<file path="config.mk">
export PLATFORM = sky130hd
export DESIGN_NAME = usb_tx_data_packetizer_flat
export DESIGN_NICKNAME = d
export VERILOG_FILES = /design/src/rtl/usb_tx_data_packetizer_if.sv /design/src/rtl/usb_tx_data_packetizer.sv /design/src/flat_wrapper.sv
export SDC_FILE = /design/constraint.sdc
export NUM_CORES = 1
export LEC_CHECK = 0
export BUFFER_PORTS_ARGS = -buffer_cell sky130_fd_sc_hd__buf_2
export CORE_MARGIN = 2
export CORE_UTILIZATION = 56
export DETAILED_ROUTE_END_ITERATION = 8
export PLACE_DENSITY = 0.8
export SLEW_MARGIN = 10
export SYNTH_ARGS = -nofsm -noshare
export SYNTH_HDL_FRONTEND = slang
export SYNTH_SLANG_ARGS = --single-unit
</file>
<file path="constraint.sdc">
create_clock -name clk -period 2.1 [get_ports clk]
set_input_delay 0 -clock clk [delete_from_list [all_inputs] [get_ports clk]]
set_output_delay 0 -clock clk [all_outputs]
set_load 0.02 [all_outputs]
</file>
<file path="src/rtl/usb_tx_data_packetizer_if.sv">
// Bundle of the packetizer's control, payload-input and byte-output signals.
// Streams use valid/ready: a beat moves on a rising edge where valid && ready; once raised, valid and data hold until that edge.
interface usb_tx_data_packetizer_if;
  logic       start;
  logic [3:0] pid;
  logic       zero_len;
  logic [7:0] in_data;
  logic       in_valid;
  logic       in_last;
  logic       in_ready;
  logic [7:0] out_byte;
  logic       out_valid;
  logic       out_last;
  logic       out_ready;
  logic       busy;
  logic       overflow;
  logic [2:0] state;

  // master: the environment (endpoint buffer, encoder, controller); slave: the packetizer
  modport master (
    output start, pid, zero_len, in_data, in_valid, in_last, out_ready,
    input  in_ready, out_byte, out_valid, out_last, busy, overflow, state
  );

  modport slave (
    input  start, pid, zero_len, in_data, in_valid, in_last, out_ready,
    output in_ready, out_byte, out_valid, out_last, busy, overflow, state
  );
endinterface

</file>
<file path="src/rtl/usb_tx_data_packetizer.sv">
// USB DATAx/MDATA transmit framer: PID byte, payload pass-through, then the
// complemented, bit-reversed CRC16 of the payload. state is a debug view of the FSM.
module usb_tx_data_packetizer #(
  parameter int MAX_PAYLOAD = 1023,
  parameter int CNT_W       = 10
) (
  input logic                   clk,
  input logic                   n_rst,
  usb_tx_data_packetizer_if.slave bus
);

  localparam logic [2:0] S_IDLE   = 3'd0;
  localparam logic [2:0] S_PID    = 3'd1;
  localparam logic [2:0] S_DATA   = 3'd2;
  localparam logic [2:0] S_CRC_LO = 3'd3;
  localparam logic [2:0] S_CRC_HI = 3'd4;

  logic [2:0]       state_q, state_d;
  logic [3:0]       pid_q;
  logic             zl_q;
  logic [15:0]      crc_q;
  logic [CNT_W-1:0] count_q;
  logic             ovf_q;

  logic       in_xfer;
  logic       ovf_hit;
  logic [7:0] crc_lo_byte;
  logic [7:0] crc_hi_byte;

  // Bit-serial CRC16 (0x8005), data LSB first, all eight steps unrolled.
  function automatic logic [15:0] crc16_byte(input logic [15:0] c, input logic [7:0] d);
    logic [15:0] r;
    r = c;
    for (int i = 0; i < 8; i++) begin
      if (d[i] ^ r[15]) r = (r << 1) ^ 16'h8005;
      else              r = r << 1;
    end
    return r;
  endfunction

  assign in_xfer = (state_q == S_DATA) && bus.in_valid && bus.out_ready;
  assign ovf_hit = in_xfer && !bus.in_last &&
                   (count_q == CNT_W'(MAX_PAYLOAD - 1));

  // The CRC goes out complemented with its MSB on the wire first.
  always_comb begin
    crc_lo_byte = '0;
    crc_hi_byte = '0;
    for (int i = 0; i < 8; i++) begin
      crc_lo_byte[i] = ~crc_q[15-i];
      crc_hi_byte[i] = ~crc_q[7-i];
    end
  end

  always_comb begin
    bus.out_byte  = '0;
    bus.out_valid = 1'b0;
    bus.out_last  = 1'b0;
    bus.in_ready  = 1'b0;
    case (state_q)
      S_PID: begin
        bus.out_byte  = {~pid_q, pid_q};
        bus.out_valid = 1'b1;
      end
      S_DATA: begin
        bus.out_byte  = bus.in_data;
        bus.out_valid = bus.in_valid;
        bus.in_ready  = bus.out_ready;
      end
      S_CRC_LO: begin
        bus.out_byte  = crc_lo_byte;
        bus.out_valid = 1'b1;
      end
      S_CRC_HI: begin
        bus.out_byte  = crc_hi_byte;
        bus.out_valid = 1'b1;
        bus.out_last  = 1'b1;
      end
      default: ;
    endcase
  end

  always_comb begin
    state_d = state_q;
    case (state_q)
      S_IDLE:   if (bus.start) state_d = S_PID;
      S_PID:    if (bus.out_ready) state_d = zl_q ? S_CRC_LO : S_DATA;
      S_DATA: begin
        if (in_xfer) begin
          if (bus.in_last)  state_d = S_CRC_LO;
          else if (ovf_hit) state_d = S_IDLE;
        end
      end
      S_CRC_LO: if (bus.out_ready) state_d = S_CRC_HI;
      S_CRC_HI: if (bus.out_ready) state_d = S_IDLE;
      default:  state_d = S_IDLE;
    endcase
  end

  always_ff @(posedge clk or negedge n_rst) begin
    if (!n_rst) begin
      state_q <= S_IDLE;
      pid_q   <= '0;
      zl_q    <= 1'b0;
      crc_q   <= 16'hFFFF;
      count_q <= '0;
      ovf_q   <= 1'b0;
    end else begin
      state_q <= state_d;
      ovf_q   <= ovf_hit;
      if (state_q == S_IDLE && bus.start) begin
        pid_q   <= bus.pid;
        zl_q    <= bus.zero_len;
        crc_q   <= 16'hFFFF;
        count_q <= '0;
      end
      // Only payload transfers touch the CRC, so it is frozen outside DATA.
      if (in_xfer) begin
        crc_q   <= crc16_byte(crc_q, bus.in_data);
        count_q <= count_q + 1'b1;
      end
    end
  end

  assign bus.busy     = (state_q != S_IDLE);
  assign bus.overflow = ovf_q;
  assign bus.state    = state_q;

endmodule
</file>
<file path="src/flat_wrapper.sv">
// flat-port wrapper written by rule: the top's interface ports become plain ports
module usb_tx_data_packetizer_flat 
#(
  parameter int MAX_PAYLOAD = 1023,
  parameter int CNT_W       = 10
)
  (clk, n_rst, bus_start, bus_pid, bus_zero_len, bus_in_data, bus_in_valid, bus_in_last, bus_out_ready, bus_in_ready, bus_out_byte, bus_out_valid, bus_out_last, bus_busy, bus_overflow, bus_state);
  usb_tx_data_packetizer_if bus_i ();
  input logic clk;
  input logic n_rst;
  input wire logic [$bits(bus_i.start)-1:0] bus_start;
  input wire logic [$bits(bus_i.pid)-1:0] bus_pid;
  input wire logic [$bits(bus_i.zero_len)-1:0] bus_zero_len;
  input wire logic [$bits(bus_i.in_data)-1:0] bus_in_data;
  input wire logic [$bits(bus_i.in_valid)-1:0] bus_in_valid;
  input wire logic [$bits(bus_i.in_last)-1:0] bus_in_last;
  input wire logic [$bits(bus_i.out_ready)-1:0] bus_out_ready;
  output wire logic [$bits(bus_i.in_ready)-1:0] bus_in_ready;
  output wire logic [$bits(bus_i.out_byte)-1:0] bus_out_byte;
  output wire logic [$bits(bus_i.out_valid)-1:0] bus_out_valid;
  output wire logic [$bits(bus_i.out_last)-1:0] bus_out_last;
  output wire logic [$bits(bus_i.busy)-1:0] bus_busy;
  output wire logic [$bits(bus_i.overflow)-1:0] bus_overflow;
  output wire logic [$bits(bus_i.state)-1:0] bus_state;
  assign bus_i.start = bus_start;
  assign bus_i.pid = bus_pid;
  assign bus_i.zero_len = bus_zero_len;
  assign bus_i.in_data = bus_in_data;
  assign bus_i.in_valid = bus_in_valid;
  assign bus_i.in_last = bus_in_last;
  assign bus_i.out_ready = bus_out_ready;
  assign bus_in_ready = bus_i.in_ready;
  assign bus_out_byte = bus_i.out_byte;
  assign bus_out_valid = bus_i.out_valid;
  assign bus_out_last = bus_i.out_last;
  assign bus_busy = bus_i.busy;
  assign bus_overflow = bus_i.overflow;
  assign bus_state = bus_i.state;
  usb_tx_data_packetizer #(.MAX_PAYLOAD(MAX_PAYLOAD), .CNT_W(CNT_W)) u_core (.clk(clk), .n_rst(n_rst), .bus(bus_i));
endmodule
</file>
Word-level counts from Yosys, hierarchy flattened

Cells that the tools add are included.

Muxes and demuxes: 32
Bitwise operators: 33
Reductions and logical operators: 11
Add/sub/neg operators: 1
Equal/unequal tests: 11

Operators by type and width:

| cell                  | number |
|---|---|
| $mux 16               | 17 |
| $pmux 8 s4            | 1 |
| $not 3->3             | 8 |
| $mux 3                | 7 |
| $mux 10               | 2 |
| $not 1->1             | 16 |
| $pmux 3 s5            | 1 |
| $add 10x1->10 const B | 1 |
| $eq 10x10->1 const B  | 1 |
| $ne 2x2->1 const B    | 4 |
| $xor 1x1->1           | 8 |
| $eq 3x2->1 const B    | 2 |
| $reduce_and 6->1      | 1 |
| $logic_and 1x1->1     | 5 |
| $not 4->4             | 1 |
| $eq 3x1->1 const B    | 1 |
| $eq 3x3->1 const B    | 1 |
| $logic_not 3->1       | 1 |
| $mux 1                | 3 |
| $ne 3x2->1 const B    | 1 |
| $reduce_bool 3->1     | 1 |
| $reduce_or 3->1       | 1 |
| $ne 2x1->1 const B    | 1 |
| $pmux 1 s2            | 1 |
| other kinds (2)       | 2 |

Bits of input ports: 19
Word-level logic and storage cells: 94
Flip-flop bits (word level): 35
Output and inout bits: 16

Logic depth before layout (Yosys ltp)

Word-level depth: 25
Gate-level depth with buffers: 7
Depth with buffers taken out: 7

Least setup slack after synthesis

Ideal clock, no wire load.

Path kind: reg-to-reg
Start: register u_core.crc_q[15]
End: register u_core.crc_q[15]
Path slack: 0.302 ns
Path buffers: 0
Stages on the path, launching flop included: 6
Clock period less this slack: 1.798 ns
Data arrival time: 1.721 ns
Path through: dfstp_2 > xor2_1 > xnor2_1 > xnor3_2 > xor3_1 > a22oi_2

Word-level cells in the longest chain between the ends: 24

Ends and longest elaborated chain:

| what                     | RTL line                      | RTL |
|---|---|---|
| start: declaration       | usb_tx_data_packetizer.sv:21  | `logic [15:0] crc_q;` |
| start signal: assignment | usb_tx_data_packetizer.sv:119 | `crc_q <= crc16_byte(crc_q, bus.in_data);` |
| $xor 1x1->1              | usb_tx_data_packetizer.sv:35  | `if (d[i] ^ r[15]) r = (r << 1) ^ 16'h8005;` |
| $mux 16                  | usb_tx_data_packetizer.sv:35  |  |
| $mux 16                  | usb_tx_data_packetizer.sv:118 | `if (in_xfer) begin` |
| $xor 1x1->1              | usb_tx_data_packetizer.sv:35  |  |
| $mux 16                  | usb_tx_data_packetizer.sv:35  |  |
| $mux 16                  | usb_tx_data_packetizer.sv:118 |  |
| $xor 1x1->1              | usb_tx_data_packetizer.sv:35  |  |
| $mux 16                  | usb_tx_data_packetizer.sv:35  |  |
| (+8 left out)            | n/a                           |  |
| $mux 16                  | usb_tx_data_packetizer.sv:35  |  |
| $mux 16                  | usb_tx_data_packetizer.sv:118 |  |
| $xor 1x1->1              | usb_tx_data_packetizer.sv:35  |  |
| $mux 16                  | usb_tx_data_packetizer.sv:35  |  |
| $mux 16                  | usb_tx_data_packetizer.sv:118 |  |
| $xor 1x1->1              | usb_tx_data_packetizer.sv:35  |  |
| $mux 16                  | usb_tx_data_packetizer.sv:35  |  |
| $mux 16                  | usb_tx_data_packetizer.sv:118 |  |

Every way passes these cells. The select of a mux whose other input is x is not followed.
A chain may end at the register's enable or synchronous reset.

Worst setup path after layout

Ends and elaborated chain as after synthesis.

==> flow_metrics.py <==
metrics = {
    "status": {
        "status": "finished, final reports clean",
    },
    "worst_setup_path": {
        "worst_setup_path_start_kind": "register",
        "required_ps": 2380,
        "r2r-start": "u_core.crc_q[15]$_DFFE_PN1P_",
        "crit_type": "reg -> reg",
        "end_kind": "register",
        "crit_arrival_ps": 2200,
        "crit_path_max_fanout": 3,
        "worst_r2r_path_depth": 5,
        "startpoint": "u_core.crc_q[15]$_DFFE_PN1P_",
    },
    "logic_synthesis": {
        "synth_warnings": 0,
        "synth_top_area_share_pct": 23.46,
        "ys_seq_area_share_pct": 44.20,
        "async_flop_share_pct": 100.0,
        "synth-edff-count": 0,
        "synth_flop_cell": "dfrtp_1",
        "synth_nets": 251,
        "synth_cells": 230,
        "ys_ff_latch": 35,
        "synth_area_leaders": "dfrtp_1, dfstp_2, xnor2_1",
        "synth_area_leader_cell": "dfrtp_1",
        "synth_area_um2": 2027,
        "ys_types": 32,
        "synth.avg_cell_area_um2": 8.813,
    },
    "cells_and_area": {
        "fillCellCount": 277,
        "area_growth_pct": 20.31,
        "diodes": 0,
        "finish.net_count": 296,
        "fin_util_pct": 71.39,
        "drive_above_1_share_pct": 25.36,
    },
    "route": {
        "drt-initial-drc-count": 130,
        "routed_via_density": 5.637,
        "drc": 0,
        "drtAntennaViolNets": 0,
        "wl_um": 4773,
        "routedWlPerCell_um": 14.82,
        "drtPass1Iterations": 4,
        "vias": 1815,
    },
    "pwr": {
        "ir_worst_vdd_v": 0.0006425,
        "leakagePower_nw": 1.147,
        "finalPower_mw": 3.540,
        "powerDensity_nw_per_um2": 1452,
    },
    "global_routing": {
        "antenna_found_initial": 0,
        "grt_pass1_wl_um": 8204,
        "grt_max_degree": 36,
        "track_usage_pct": 26.19,
        "grt_overflow": 0,
        "grt_pass1_vias": 1736,
    },
    "timing": {
        "maxSlewHeadroom_pct": 49.40,
        "clock_skew_ps": 11.39,
        "worst_pin_slew_ps": 759.0,
        "slew_violations": 0,
        "rsz0062_at_grt": "no",
        "fin_crit_sh_pct": 91.79,
        "hold_viol": 0,
        "fin_crit_ps": 1928,
        "setup_viol": 0,
        "fin_tns_setup_ps": 0,
        "whs_ps": 64.02,
        "fmax_mhz": 518.8,
    },
    "clocking": {
        "clock-root-buffer": "clkbuf_4",
        "cts_buffers": 5,
        "clock_latency_ps": 350,
        "cts_tree": "done",
        "htreeDepth": 2,
        "hold_buffers": 9,
        "post_cts_buffers": 0,
        "cts_sinks": 35,
        "cts-resized-gates": 0,
        "cts_buffer_depth": 2,
        "clkTransAtPathRegs_ps": 110,
    },
    "placed_design": {
        "portBuffers": 34,
        "dpl.hpwl_um": 3340,
        "gp_congestion": 0.8658,
    },
    "floorplanning": {
        "start_util_pct": 59.34,
        "rows": 21,
        "dieHeight_um": 64.16,
        "die_x_um": 64.16,
        "core_region_area_um2": 3416,
        "die_area_um2": 4117,
        "io_pins": 35,
    },
    "hold_path": {
        "hp-class": "in -> reg",
        "hold_start": "bus_in_data[4]",
        "min_path_cells": 4,
    },
    "run": {
        "maxCapViolations": 0,
    },
}
per-stage QoR:
step | setup slack [ps] | cells | instance area (um2)
final | 172.4 | 322 | 2439
after global routing | 80.97 | 322 | 2439
after CTS | 167.2 | 322 | 2439
after detailed placement | 190.6 | 305 | 2262
after global placement | 266.7 | 305 | 2262
after floorplan | 302.4 | 230 | 2027
registers in the layout, indices dropped and copies added (netlist names):
signal and count:
u_core.crc_q 16, u_core.count_q 10, u_core.pid_q 4, u_core.bus.state 3
u_core.bus.overflow 1, u_core.zl_q 1
synth_stat cells (all sizes together) (3+ instances only):
cell type / count
a22oi: 3
o31ai: 3
dfrtp: 19
o22a: 5
nand2b: 4
nand3: 5
xor2: 5
inv: 12
clkbuf: 10
nor2: 28
xnor2: 15
nand2: 30
or2: 3
o211ai: 3
o21ai: 10
a21oi: 24
dfstp: 16
mux2i: 10
o22ai: 9
power by group:
group / internal, mW / leakage, nW / switching, mW
logic: 0.804 / 0.679 / 1.08
registers: 0.951 / 0.420 / 0.192
clock network: 0.281 / 0.0482 / 0.236
per-layer routing:
metal  vias up  global-route usage [%]  part of all wire, %
met5         -                       0                    0
met4         0                   8.777                  1.8
met3         9                   6.338                  5.9
met2        71                   41.67                   47
met1       856                   35.13                   45
li1        879                       -                    -
final timing paths:
kind	end	slack [ps]
worst max-delay path	u_core.crc_q[15]$_DFFE_PN1P_	170
worst min-delay path	u_core.crc_q[4]$_DFFE_PN1P_	60
worst max register to register	u_core.crc_q[15]$_DFFE_PN1P_	170
worst min register to register	u_core.count_q[9]$_DFFE_PN0P_	490
max in group asynchronous	u_core.count_q[4]$_DFFE_PN0P_	1370
min in group asynchronous	u_core.count_q[7]$_DFFE_PN0P_	240
final cells by class:
| cell class | count | area [um2] | area share [%] |
|---|---|---|---|
| multi-input cells | 171 | 1041 | 42.69 |
| flip-flops and latches | 35 | 895.9 | 36.74 |
| repair buffers | 50 | 312.8 | 12.83 |
| well taps | 46 | 57.56 | 2.360 |
| clock buffers | 6 | 51.30 | 2.104 |
| inverters | 12 | 45.04 | 1.847 |
| clock inverters | 2 | 35.03 | 1.437 |
worst max-delay path, cell delays in order (launching register included):
cell     delay (ps)
dfstp_2         560
xor2_1          250
xnor2_1         190
xnor3_2         510
xor3_1          220
a22oi_2         130
cell families after synthesis:
group                    Yosys count  share of synthesized area, %
flip-flops                        35                         44.20
XOR/XNOR                          22                         10.99
AO/OA/AOI/OAI                     60                         17.96
adder cells (fa/ha/maj)            2                         1.234
AND/OR/NAND/NOR                   77                         16.23
multiplexers                      10                         4.938
buffers and inverters             24                         4.445
layout by cell type, fill, tap and decap left out, types with 9 or more instances in the layout:
master,n
dlygate4sd3_1,9
dfrtp_1,19
xnor2_1,15
mux2i_1,10
nand2_1,30
a21oi_1,24
inv_1,12
o22ai_1,9
dfstp_2,16
buf_2,34
nor2_1,28
o21ai_0,10
(Power assumes the default switching activity.)
